### src/rtl/uart_pkg.sv
// Shared encodings for the UART transmit arbiter: FSM states and baud codes.
package uart_pkg;

    typedef enum logic [1:0] {
        ST_IDLE      = 2'b00,
        ST_ISSUE     = 2'b01,
        ST_WAIT_BUSY = 2'b10,
        ST_WAIT_DONE = 2'b11
    } arb_state_t;

    localparam logic [2:0] BAUD_1200   = 3'b000;
    localparam logic [2:0] BAUD_2400   = 3'b001;
    localparam logic [2:0] BAUD_4800   = 3'b010;
    localparam logic [2:0] BAUD_9600   = 3'b011;
    localparam logic [2:0] BAUD_19200  = 3'b100;
    localparam logic [2:0] BAUD_38400  = 3'b101;
    localparam logic [2:0] BAUD_57600  = 3'b110;
    localparam logic [2:0] BAUD_115200 = 3'b111;

    localparam logic [2:0] DEFAULT_BAUD = BAUD_115200;

endpackage

### src/rtl/rr_arbiter.sv
// Combinational round-robin picker: first set request after ptr, wrapping.
module rr_arbiter #(
    parameter int NUM_REQ = 4,
    localparam int IDX_W = (NUM_REQ > 1) ? $clog2(NUM_REQ) : 1
) (
    input  logic [NUM_REQ-1:0] req,
    input  logic [IDX_W-1:0]   ptr,
    output logic [NUM_REQ-1:0] gnt,
    output logic [IDX_W-1:0]   idx
);

    always_comb begin
        int  cand;
        logic found;
        gnt   = '0;
        idx   = '0;
        found = 1'b0;
        cand  = 0;
        // Offset 1 first so the last winner is searched last.
        for (int k = 1; k <= NUM_REQ; k++) begin
            cand = (int'(ptr) + k) % NUM_REQ;
            if (!found && req[IDX_W'(cand)]) begin
                found             = 1'b1;
                gnt[IDX_W'(cand)] = 1'b1;
                idx               = IDX_W'(cand);
            end
        end
    end

endmodule

### src/rtl/uart_tx_arbiter.sv
// Round-robin sharing of one UART transmitter among NUM_REQ byte producers,
// sequencing the Tx_WR / Tx_BUSY handshake one byte per grant.
module uart_tx_arbiter #(
    parameter int          NUM_REQ      = 4,
    parameter int          BUSY_TIMEOUT = 16,
    parameter logic [2:0]  DEFAULT_BAUD = uart_pkg::DEFAULT_BAUD
) (
    input  logic                 clk,
    input  logic                 reset,
    input  logic                 enable,
    input  logic [2:0]           baud_cfg,
    input  logic                 err_clr,
    input  logic [NUM_REQ-1:0]   req,
    input  logic [8*NUM_REQ-1:0] req_data,
    output logic [NUM_REQ-1:0]   gnt_ack,
    output logic [7:0]           Tx_DATA,
    output logic                 Tx_WR,
    output logic                 Tx_EN,
    output logic [2:0]           baud_select,
    input  logic                 Tx_BUSY,
    output logic                 arb_busy,
    output logic                 timeout_err
);

    import uart_pkg::*;

    localparam int IDX_W = (NUM_REQ > 1) ? $clog2(NUM_REQ) : 1;
    localparam int CNT_W = $clog2(BUSY_TIMEOUT + 1);

    arb_state_t           state_q, state_d;
    logic [IDX_W-1:0]     ptr_q, ptr_d;
    logic [CNT_W-1:0]     cnt_q, cnt_d;
    logic [7:0]           tx_data_q, tx_data_d;
    logic                 tx_wr_q, tx_wr_d;
    logic                 tx_en_q, tx_en_d;
    logic [NUM_REQ-1:0]   gnt_ack_q, gnt_ack_d;
    logic [2:0]           baud_q, baud_d;
    logic                 arb_busy_q, arb_busy_d;
    logic                 timeout_q, timeout_d;

    logic [NUM_REQ-1:0]   win_gnt;
    logic [IDX_W-1:0]     win_idx;

    rr_arbiter #(
        .NUM_REQ (NUM_REQ)
    ) u_rr (
        .req (req),
        .ptr (ptr_q),
        .gnt (win_gnt),
        .idx (win_idx)
    );

    always_comb begin
        state_d   = state_q;
        ptr_d     = ptr_q;
        cnt_d     = cnt_q;
        tx_data_d = tx_data_q;
        tx_wr_d   = 1'b0;
        tx_en_d   = tx_en_q;
        gnt_ack_d = '0;
        baud_d    = baud_q;
        timeout_d = timeout_q;

        // Clear first so a timeout detected in the same cycle still sets the flag.
        if (err_clr) begin
            timeout_d = 1'b0;
        end

        unique case (state_q)
            ST_IDLE: begin
                if (enable && (|req) && !Tx_BUSY) begin
                    tx_data_d = req_data[{win_idx, 3'b000} +: 8];
                    baud_d    = baud_cfg;
                    tx_wr_d   = 1'b1;
                    tx_en_d   = 1'b1;
                    gnt_ack_d = win_gnt;
                    ptr_d     = win_idx;
                    state_d   = ST_ISSUE;
                end
            end
            ST_ISSUE: begin
                cnt_d   = '0;
                state_d = ST_WAIT_BUSY;
            end
            ST_WAIT_BUSY: begin
                if (Tx_BUSY) begin
                    state_d = ST_WAIT_DONE;
                end else if (cnt_q == CNT_W'(BUSY_TIMEOUT - 1)) begin
                    timeout_d = 1'b1;
                    tx_en_d   = 1'b0;
                    state_d   = ST_IDLE;
                end else begin
                    cnt_d = cnt_q + CNT_W'(1);
                end
            end
            ST_WAIT_DONE: begin
                // Frame length scales with baud rate, so no timeout here.
                if (!Tx_BUSY) begin
                    tx_en_d = 1'b0;
                    state_d = ST_IDLE;
                end
            end
            default: begin
                state_d = ST_IDLE;
            end
        endcase

        arb_busy_d = (state_d != ST_IDLE);
    end

    always_ff @(posedge clk or negedge reset) begin
        if (!reset) begin
            state_q    <= ST_IDLE;
            ptr_q      <= '0;
            cnt_q      <= '0;
            tx_data_q  <= '0;
            tx_wr_q    <= 1'b0;
            tx_en_q    <= 1'b0;
            gnt_ack_q  <= '0;
            baud_q     <= DEFAULT_BAUD;
            arb_busy_q <= 1'b0;
            timeout_q  <= 1'b0;
        end else begin
            state_q    <= state_d;
            ptr_q      <= ptr_d;
            cnt_q      <= cnt_d;
            tx_data_q  <= tx_data_d;
            tx_wr_q    <= tx_wr_d;
            tx_en_q    <= tx_en_d;
            gnt_ack_q  <= gnt_ack_d;
            baud_q     <= baud_d;
            arb_busy_q <= arb_busy_d;
            timeout_q  <= timeout_d;
        end
    end

    assign gnt_ack     = gnt_ack_q;
    assign Tx_DATA     = tx_data_q;
    assign Tx_WR       = tx_wr_q;
    assign Tx_EN       = tx_en_q;
    assign baud_select = baud_q;
    assign arb_busy    = arb_busy_q;
    assign timeout_err = timeout_q;

endmodule
### config.mk
export PLATFORM = sky130hd
export DESIGN_NAME = uart_tx_arbiter
export DESIGN_NICKNAME = d
export VERILOG_FILES = /design/src/rtl/uart_pkg.sv /design/src/rtl/rr_arbiter.sv /design/src/rtl/uart_tx_arbiter.sv
export SDC_FILE = /design/constraint.sdc
export NUM_CORES = 1
export LEC_CHECK = 0
export CORE_ASPECT_RATIO = 2
export CORE_MARGIN = 2
export CORE_UTILIZATION = 30
export CTS_BUF_LIST = sky130_fd_sc_hd__clkbuf_8 sky130_fd_sc_hd__clkbuf_16
export CTS_CLUSTER_DIAMETER = 60
export CTS_CLUSTER_SIZE = 30
export DETAILED_ROUTE_END_ITERATION = 7
export PLACE_DENSITY = 0.55
export SLEW_MARGIN = 15
export SYNTH_ARGS = -nofsm -noshare
export SYNTH_HDL_FRONTEND = slang
export SYNTH_SLANG_ARGS = --single-unit
export TNS_END_PERCENT = 20
### constraint.sdc
create_clock -name clk -period 3.97 [get_ports clk]
set_clock_uncertainty 0.05 [all_clocks]
set_input_delay 1.191 -clock clk [delete_from_list [all_inputs] [get_ports clk]]
set_output_delay 1.191 -clock clk [all_outputs]
set_load 0.01 [all_outputs]
==> reports/metrics.csv, run 1 <==
stage;metric;value;unit
outcome;run_status;complete, no violations;
cts;cts_buf_count;3;
synthesis;ys.warnings.count;0;
floorplanning;std_cell_rows;44;
sta;finalSetupTns;0;ns
grt;antenna_found_initial;0;
sta;final-max-slew-violation-count;0;
grt;grt_max_degree;30;
detailed_routing;drt_iter0_markers;127;
synthesis;count_of_state_elements_after_synthesis;28;
detailed_routing;via_count;2218;
worst_setup_path;worst-endpoint-arrival;3.88;ns
worst_setup_path;worstSetupEndpointType;flip-flop;
hold_path;timing.hold.worst.class;reg2reg;
hold_path;whs_endpoint;baud_select[0];
floorplanning;ios;63;
final_layout;drive_above_1_share;0.142;
sta;post-route-min-period;3.73;ns
synthesis;synth.yosys.seq_area_share;0.319;
hold_path;hold_path_depth;2;
detailed_routing;totalWireLength;7090;microns
place;dp_worst_setup_slack;-0.0338;ns
floorplanning;initial_core_util;0.306;
power_and_ir_drop;pwr_density_cell;669;nW/um^2
synthesis;synth_async_sr_flop_share;1.00;
synthesis;synth.net_count;297;
cts;clock_latency;0.26;ns
worst_setup_path;critPathRequiredTime;4.13;ns
synthesis;ys_top_cells_by_count;25 x sky130_fd_sc_hd__dfrtp_1, 25 x sky130_fd_sc_hd__nand2_1, 22 x sky130_fd_sc_hd__nor2_1;
detailed_routing;via_per_inst;5.52;
place;postPlaceCellArea;2990;sq um
cts;tritoncts;built;
place;placement.io_buffers;62;
final_layout;synthesis_to_layout_area_growth;39.3;%
sta;worst-slew-pin-transition;0.705;ns
final_layout;layout.cell_area.non_filler;3080;sq um
synthesis;synth.top_cell.area_share;0.283;
grt;number_of_global_route_vias_before_repair;2268;
synthesis;synth_area;2210;sq um
cts;cts_htree_levels;1;
hold_path;worst_hold_startpoint;baud_select[0];
power_and_ir_drop;leakagePower;1.23;nW
detailed_routing;wl_per_cell;17.6;microns
sta;finalHoldViolations;0;
cts;clock_pin_slew_reported_for_the_worst_setup_and_hold_paths_after_clock_tree_synthesis;0.07;ns
cts;cts_num_sinks;28;
floorplanning;die_y_extent;125;microns
place;gp_routability_congestion;0.842;
grt;grt_first_pass_wirelength;11500;microns
synthesis;synth-edff-count;0;
worst_setup_path;crit-reg2reg-capture;Tx_DATA[2];
cts;cts_resized;0;
worst_setup_path;critical_path.reg2reg.startpoint;ptr_q[1];
sta;slew_headroom;0.529;
worst_setup_path;critPathMaxStageDelay;0.64;ns
sta;holdWs;0.412;ns
floorplanning;core_area;7210;sq um
synthesis;synth_cells;244;
sta;finalSetupViolations;0;
worst_setup_path;ff2ff_setup_slack;0.54;ns
final_layout;finish.net_count;364;
cts;clockBufferDepth;2;
worst_setup_path;worst_path_max_delay_cell;sky130_fd_sc_hd__mux4_2;
power_and_ir_drop;total_power;2.06;mW
synthesis;syn-mean-instance-area;9.05;sq um
place;dpl.hpwl;5430;microns
detailed_routing;residual_drc_count;0;
final_layout;insertedDiodeCount;0;
sta;period_share;0.939;
worst_setup_path;critPathLaunchType;input port;
grt;remaining_overflow_grt;0;
worst_setup_path;worst-setup-path-type;in2reg;
grt;global_route.usage.total;0.182;
synthesis;synth_top_flop_cell;sky130_fd_sc_hd__dfrtp_1;
cts;holdBufCountCts;0;
worst_setup_path;crit_path_cell_trace;clkdlybuf4s50_1, mux4_2, o21ba_4, o21ai_4, buf_12, nor2_1, a2111oi_1, a221o_1;
sta;unrepaired_setup_endpoints_after_global_routing;false;
sta;fmaxAchievable;268;MHz
power_and_ir_drop;irDropWorstVdd;0.274;mV
detailed_routing;detail-route-antenna-nets;0;
synthesis;synth_top_cells_by_area;sky130_fd_sc_hd__dfrtp_1 28%, sky130_fd_sc_hd__ha_1 5.1%, sky130_fd_sc_hd__o21ai_0 4.3%;
cts;cts_root_buffer;sky130_fd_sc_hd__clkbuf_16;
synthesis;number_of_library_cell_types_mapped_by_synthesis;57;
synthesis;synth_top_cell_by_area;sky130_fd_sc_hd__dfrtp_1;
cts;post-cts-setup-buffer-count;0;
detailed_routing;drt-pass1-iter-count;4;
floorplanning;fp.dieArea;8110;sq um
floorplanning;dieWidth;64.7;microns
sta;fin_ws;0.243;ns
worst_setup_path;critical_path.max_fanout;12;
flow_run;maxCapViolations;0;
worst_setup_path;rr_worst_depth;7;
worst max path at each step:
stage,startpoint,endpoint,slack (ns)
after floorplan,ptr_q[0],Tx_DATA[1],0.56
after global placement,req[0],Tx_DATA[4],0.04
after detailed placement,req[0],Tx_DATA[4],-0.03
after CTS,req[0],Tx_DATA[4],0.24
after global routing,req[0],Tx_DATA[4],0.16
final,req[0],Tx_DATA[4],0.24
worst max-delay path: cells and delay by family:
| family | cells | cell delay (ns) |
|---|---|---|
| and+or+nand+nor | 1 | 0.04 |
| buffers and inverters | 2 | 0.76 |
| AOI/OAI and AO/OA | 4 | 1.24 |
| muxes | 1 | 0.64 |
routing by layer:
metal  global-route usage  vias to the layer above  wire [microns]
met5                    0                        -               0
met4               0.0939                        0             357
met3              0.00989                       20             202
met2                0.350                       69            4000
met1                0.192                     1067            2530
li1                     -                     1062               -
kinds of logic after synthesis:
logic type | after synthesis | synth area share
DFF | 28 | 0.319
adders and majority gates | 9 | 0.0510
muxes | 7 | 0.0550
xor gates and xnor gates | 1 | 0.00397
buffers and inverters | 34 | 0.0759
AOI/OAI and AO/OA | 88 | 0.329
and+or+nand+nor | 77 | 0.166
area by class of cell:
type | count | area (sq um)
fill | 746 | 4140
multi-input combinational | 182 | 1350
timing repair buffer | 78 | 753
sequential | 28 | 704
tap | 92 | 115
clock buffer | 4 | 88.8
inverter | 18 | 67.6
power breakdown:
| part | leakage, nW | switching (mW) | internal, mW |
|---|---|---|---|
| registers | 0.352 | 0.0908 | 0.391 |
| logic | 0.831 | 0.740 | 0.582 |
| clock network | 0.0442 | 0.0991 | 0.155 |
| total | 1.23 | 0.930 | 1.13 |
cells in the final DEF, fill, tap and decap left out, types with 2 or more instances in the layout:
master	count
sky130_fd_sc_hd__mux4_2	4
sky130_fd_sc_hd__and3_1	2
sky130_fd_sc_hd__clkdlybuf4s50_1	62
sky130_fd_sc_hd__nor4_1	2
sky130_fd_sc_hd__a2111oi_1	7
sky130_fd_sc_hd__clkbuf_16	3
sky130_fd_sc_hd__inv_1	16
sky130_fd_sc_hd__a221oi_1	2
sky130_fd_sc_hd__buf_4	15
sky130_fd_sc_hd__nand2_1	25
sky130_fd_sc_hd__o221a_2	5
sky130_fd_sc_hd__dfrtp_1	25
sky130_fd_sc_hd__o211ai_1	2
sky130_fd_sc_hd__dfstp_2	3
sky130_fd_sc_hd__mux2i_1	2
sky130_fd_sc_hd__a21oi_1	8
sky130_fd_sc_hd__nand3_1	11
sky130_fd_sc_hd__a31o_1	8
sky130_fd_sc_hd__nor3_1	3
sky130_fd_sc_hd__o21a_1	2
sky130_fd_sc_hd__a2111oi_0	8
sky130_fd_sc_hd__a22oi_1	4
sky130_fd_sc_hd__a221o_1	8
sky130_fd_sc_hd__o21ai_0	19
sky130_fd_sc_hd__o221a_1	3
sky130_fd_sc_hd__ha_1	9
sky130_fd_sc_hd__nor2_1	22
through the flow:
stage / util / instances
floorplan: - / 244
global placement: 0.414 / 398
detailed placement: 0.414 / 398
CTS: 0.427 / 402
global route: 0.427 / 402
finish: 0.427 / 402
flip-flops by register name (all words and copies together) (netlist names):
register	count
Tx_EN	1
Tx_DATA	8
cnt_q	5
baud_select	3
state_q	2
Tx_WR	1
timeout_err	1
ptr_q	2
gnt_ack	4
arb_busy	1
(Power assumes the default switching activity.)
==> run 2: changes to the inputs <==
- HOLD_SLACK_MARGIN: default -> 0.02
- RECOVER_POWER: default -> 50
==> reports/metrics.csv, run 2 (synthesized netlist as in run 1, its figures left out) <==
stage;metric;value;unit;change
place;gp_routability_congestion;0.842;;unchanged
detailed_routing;totalWireLength;7060;microns;was 7090 microns
grt;antenna_found_initial;0;;unchanged
final_layout;most_frequent_standard_cell_in_the_layout_excluding_fill_and_tap_cells;sky130_fd_sc_hd__clkdlybuf4s50_1;;unchanged
power_and_ir_drop;pwr_density_cell;668;nW/um^2;was 669 nW/um^2
grt;number_of_global_route_vias_before_repair;2268;;unchanged
cts;holdBufCountCts;0;;unchanged
outcome;failed_checks;capacitance limit, slew limit;;
cts;clock_pin_slew_reported_for_the_worst_setup_and_hold_paths_after_clock_tree_synthesis;0.07;ns;about the same
sta;worst-slew-pin-transition;1.53;ns;was 0.705 ns
sta;post-route-min-period;3.71;ns;was 3.73 ns
cts;post-cts-setup-buffer-count;0;;unchanged
cts;cts_buf_count;3;;unchanged
sta;period_share;0.934;;was 0.939
sta;unrepaired_setup_endpoints_after_global_routing;false;;unchanged
floorplanning;dieWidth;64.7;microns;unchanged
sta;holdWs;0.413;ns;was 0.412 ns
sta;finalHoldViolations;0;;unchanged
power_and_ir_drop;leakagePower;1.23;nW;about the same
cts;cts_root_buffer;sky130_fd_sc_hd__clkbuf_16;;unchanged
floorplanning;core_area;7210;sq um;unchanged
cts;tritoncts;built;;unchanged
worst_setup_path;critPathLaunchType;input port;;unchanged
outcome;run_status;finished with violations;;was complete, no violations
flow_run;maxCapViolations;1;;was 0
cts;clock_latency;0.26;ns;about the same
hold_path;timing.hold.worst.class;reg2reg;;unchanged
final_layout;insertedDiodeCount;0;;unchanged
grt;grt_max_degree;30;;unchanged
final_layout;stdcell_count;402;;unchanged
place;placement.io_buffers;62;;unchanged
detailed_routing;drt_iter0_markers;122;;was 127
final_layout;synthesis_to_layout_area_growth;39.2;%;was 39.3%
detailed_routing;via_count;2212;;was 2218
place;placedCellCount;398;;unchanged
sta;fmaxAchievable;270;MHz;was 268 MHz
cts;cts_htree_levels;1;;unchanged
worst_setup_path;ff2ff_setup_slack;0.57;ns;was 0.54 ns
sta;final-max-slew-violation-count;29;;was 0
floorplanning;initial_core_util;0.306;;unchanged
cts;cts_num_sinks;28;;unchanged
detailed_routing;residual_drc_count;0;;unchanged
power_and_ir_drop;irDropWorstVdd;0.274;mV;about the same
detailed_routing;wl_per_cell;17.5;microns;was 17.6 microns
sta;slew_headroom;-0.0189;;was 0.529
floorplanning;fp.dieArea;8110;sq um;unchanged
place;dpl.hpwl;5430;microns;unchanged
floorplanning;die_y_extent;125;microns;unchanged
worst_setup_path;critical_path.max_fanout;12;;unchanged
worst_setup_path;worst-endpoint-arrival;3.87;ns;was 3.88 ns
cts;cts_resized;0;;unchanged
worst_setup_path;critPathRequiredTime;4.13;ns;about the same
power_and_ir_drop;total_power;2.05;mW;was 2.06 mW
grt;global_route.usage.total;0.182;;unchanged
worst_setup_path;worstSetupEndpointType;flip-flop;;unchanged
cts;clockBufferDepth;2;;unchanged
detailed_routing;drt-pass1-iter-count;4;;unchanged
floorplanning;std_cell_rows;44;;unchanged
sta;finalSetupViolations;0;;unchanged
detailed_routing;detail-route-antenna-nets;0;;unchanged
worst_setup_path;worst-setup-path-type;in2reg;;unchanged
final_layout;finish.net_count;364;;unchanged
detailed_routing;via_per_inst;5.50;;was 5.52
floorplanning;ios;63;;unchanged
final_layout;flip_flop_count_of_the_largest_register_all_copies_and_words_added;8;;unchanged
final_layout;final_cell_mix;57 x sky130_fd_sc_hd__clkdlybuf4s50_1, 25 x sky130_fd_sc_hd__dfrtp_1, 25 x sky130_fd_sc_hd__nand2_1, 22 x sky130_fd_sc_hd__nor2_1, 19 x sky130_fd_sc_hd__o21ai_0;;was 62 x sky130_fd_sc_hd__clkdlybuf4s50_1, 25 x sky130_fd_sc_hd__dfrtp_1, 25 x sky130_fd_sc_hd__nand2_1, 22 x sky130_fd_sc_hd__nor2_1, 19 x sky130_fd_sc_hd__o21ai_0
final_layout;utilization;0.426;;was 0.427
final_layout;drive_above_1_share;0.139;;was 0.142
grt;grt_first_pass_wirelength;11500;microns;unchanged
grt;remaining_overflow_grt;0;;unchanged
==> run 2: metal layers <==
| layer | wire (microns) | GRT usage | up-vias |
|---|---|---|---|
| met2 | 4010 | 0.350 | 68 |
| met5 | 0 | 0 | - |
| met1 | 2520 | 0.192 | 1067 |
| li1 | - | - | 1059 |
| met4 | 334 | 0.0939 | 0 |
| met3 | 191 | 0.00989 | 18 |
==> run 2: stage by stage <==
| step | setup TNS (ns) | setup WS (ns) | area [sq um] |
|---|---|---|---|
| 2_1_floorplan | 0 | 0.564 | 2210 |
| 3_3_place_gp | 0 | 0.0387 | 2990 |
| 3_5_place_dp | -0.0338 | -0.0338 | 2990 |
| 4_1_cts | 0 | 0.240 | 3080 |
| 5_1_grt | 0 | 0.164 | 3070 |
| 6_report | 0 | 0.260 | 3070 |
==> run 2: worst max-delay path, cell delays in order <==
cell and delay, ns:
sky130_fd_sc_hd__clkdlybuf4s50_1 0.57, sky130_fd_sc_hd__mux4_2 0.64, sky130_fd_sc_hd__o21ba_4 0.26, sky130_fd_sc_hd__o21ai_4 0.21, sky130_fd_sc_hd__buf_12 0.17, sky130_fd_sc_hd__nor2_1 0.05, sky130_fd_sc_hd__a2111oi_1 0.58, sky130_fd_sc_hd__a221o_1 0.19
==> run 2: final timing paths <==
check                                 end      startpoint  cells after the start
min in group asynchronous      gnt_ack[2]           reset                      2
min                        baud_select[0]  baud_select[0]                      2
max reg2reg                    Tx_DATA[2]        ptr_q[1]                      7
max                            Tx_DATA[4]          req[0]                      8
min reg2reg                baud_select[0]  baud_select[0]                      2
max in group asynchronous        cnt_q[3]           reset                      2
==> run 2: area by class of cell <==
cell class                      instances  area (sq um)
Tap cell                               92           115
Fill cell                             746          4140
Clock buffer                            4          88.8
Inverter                               18          67.6
Sequential cell                        28           704
Multi-Input combinational cell        182          1350
Timing Repair Buffer                   78           749
==> run 2: power breakdown <==
part / switching (mW) / internal (mW)
Sequential: 0.0906 / 0.391
Clock: 0.100 / 0.155
Combinational: 0.737 / 0.580
Total: 0.928 / 1.13
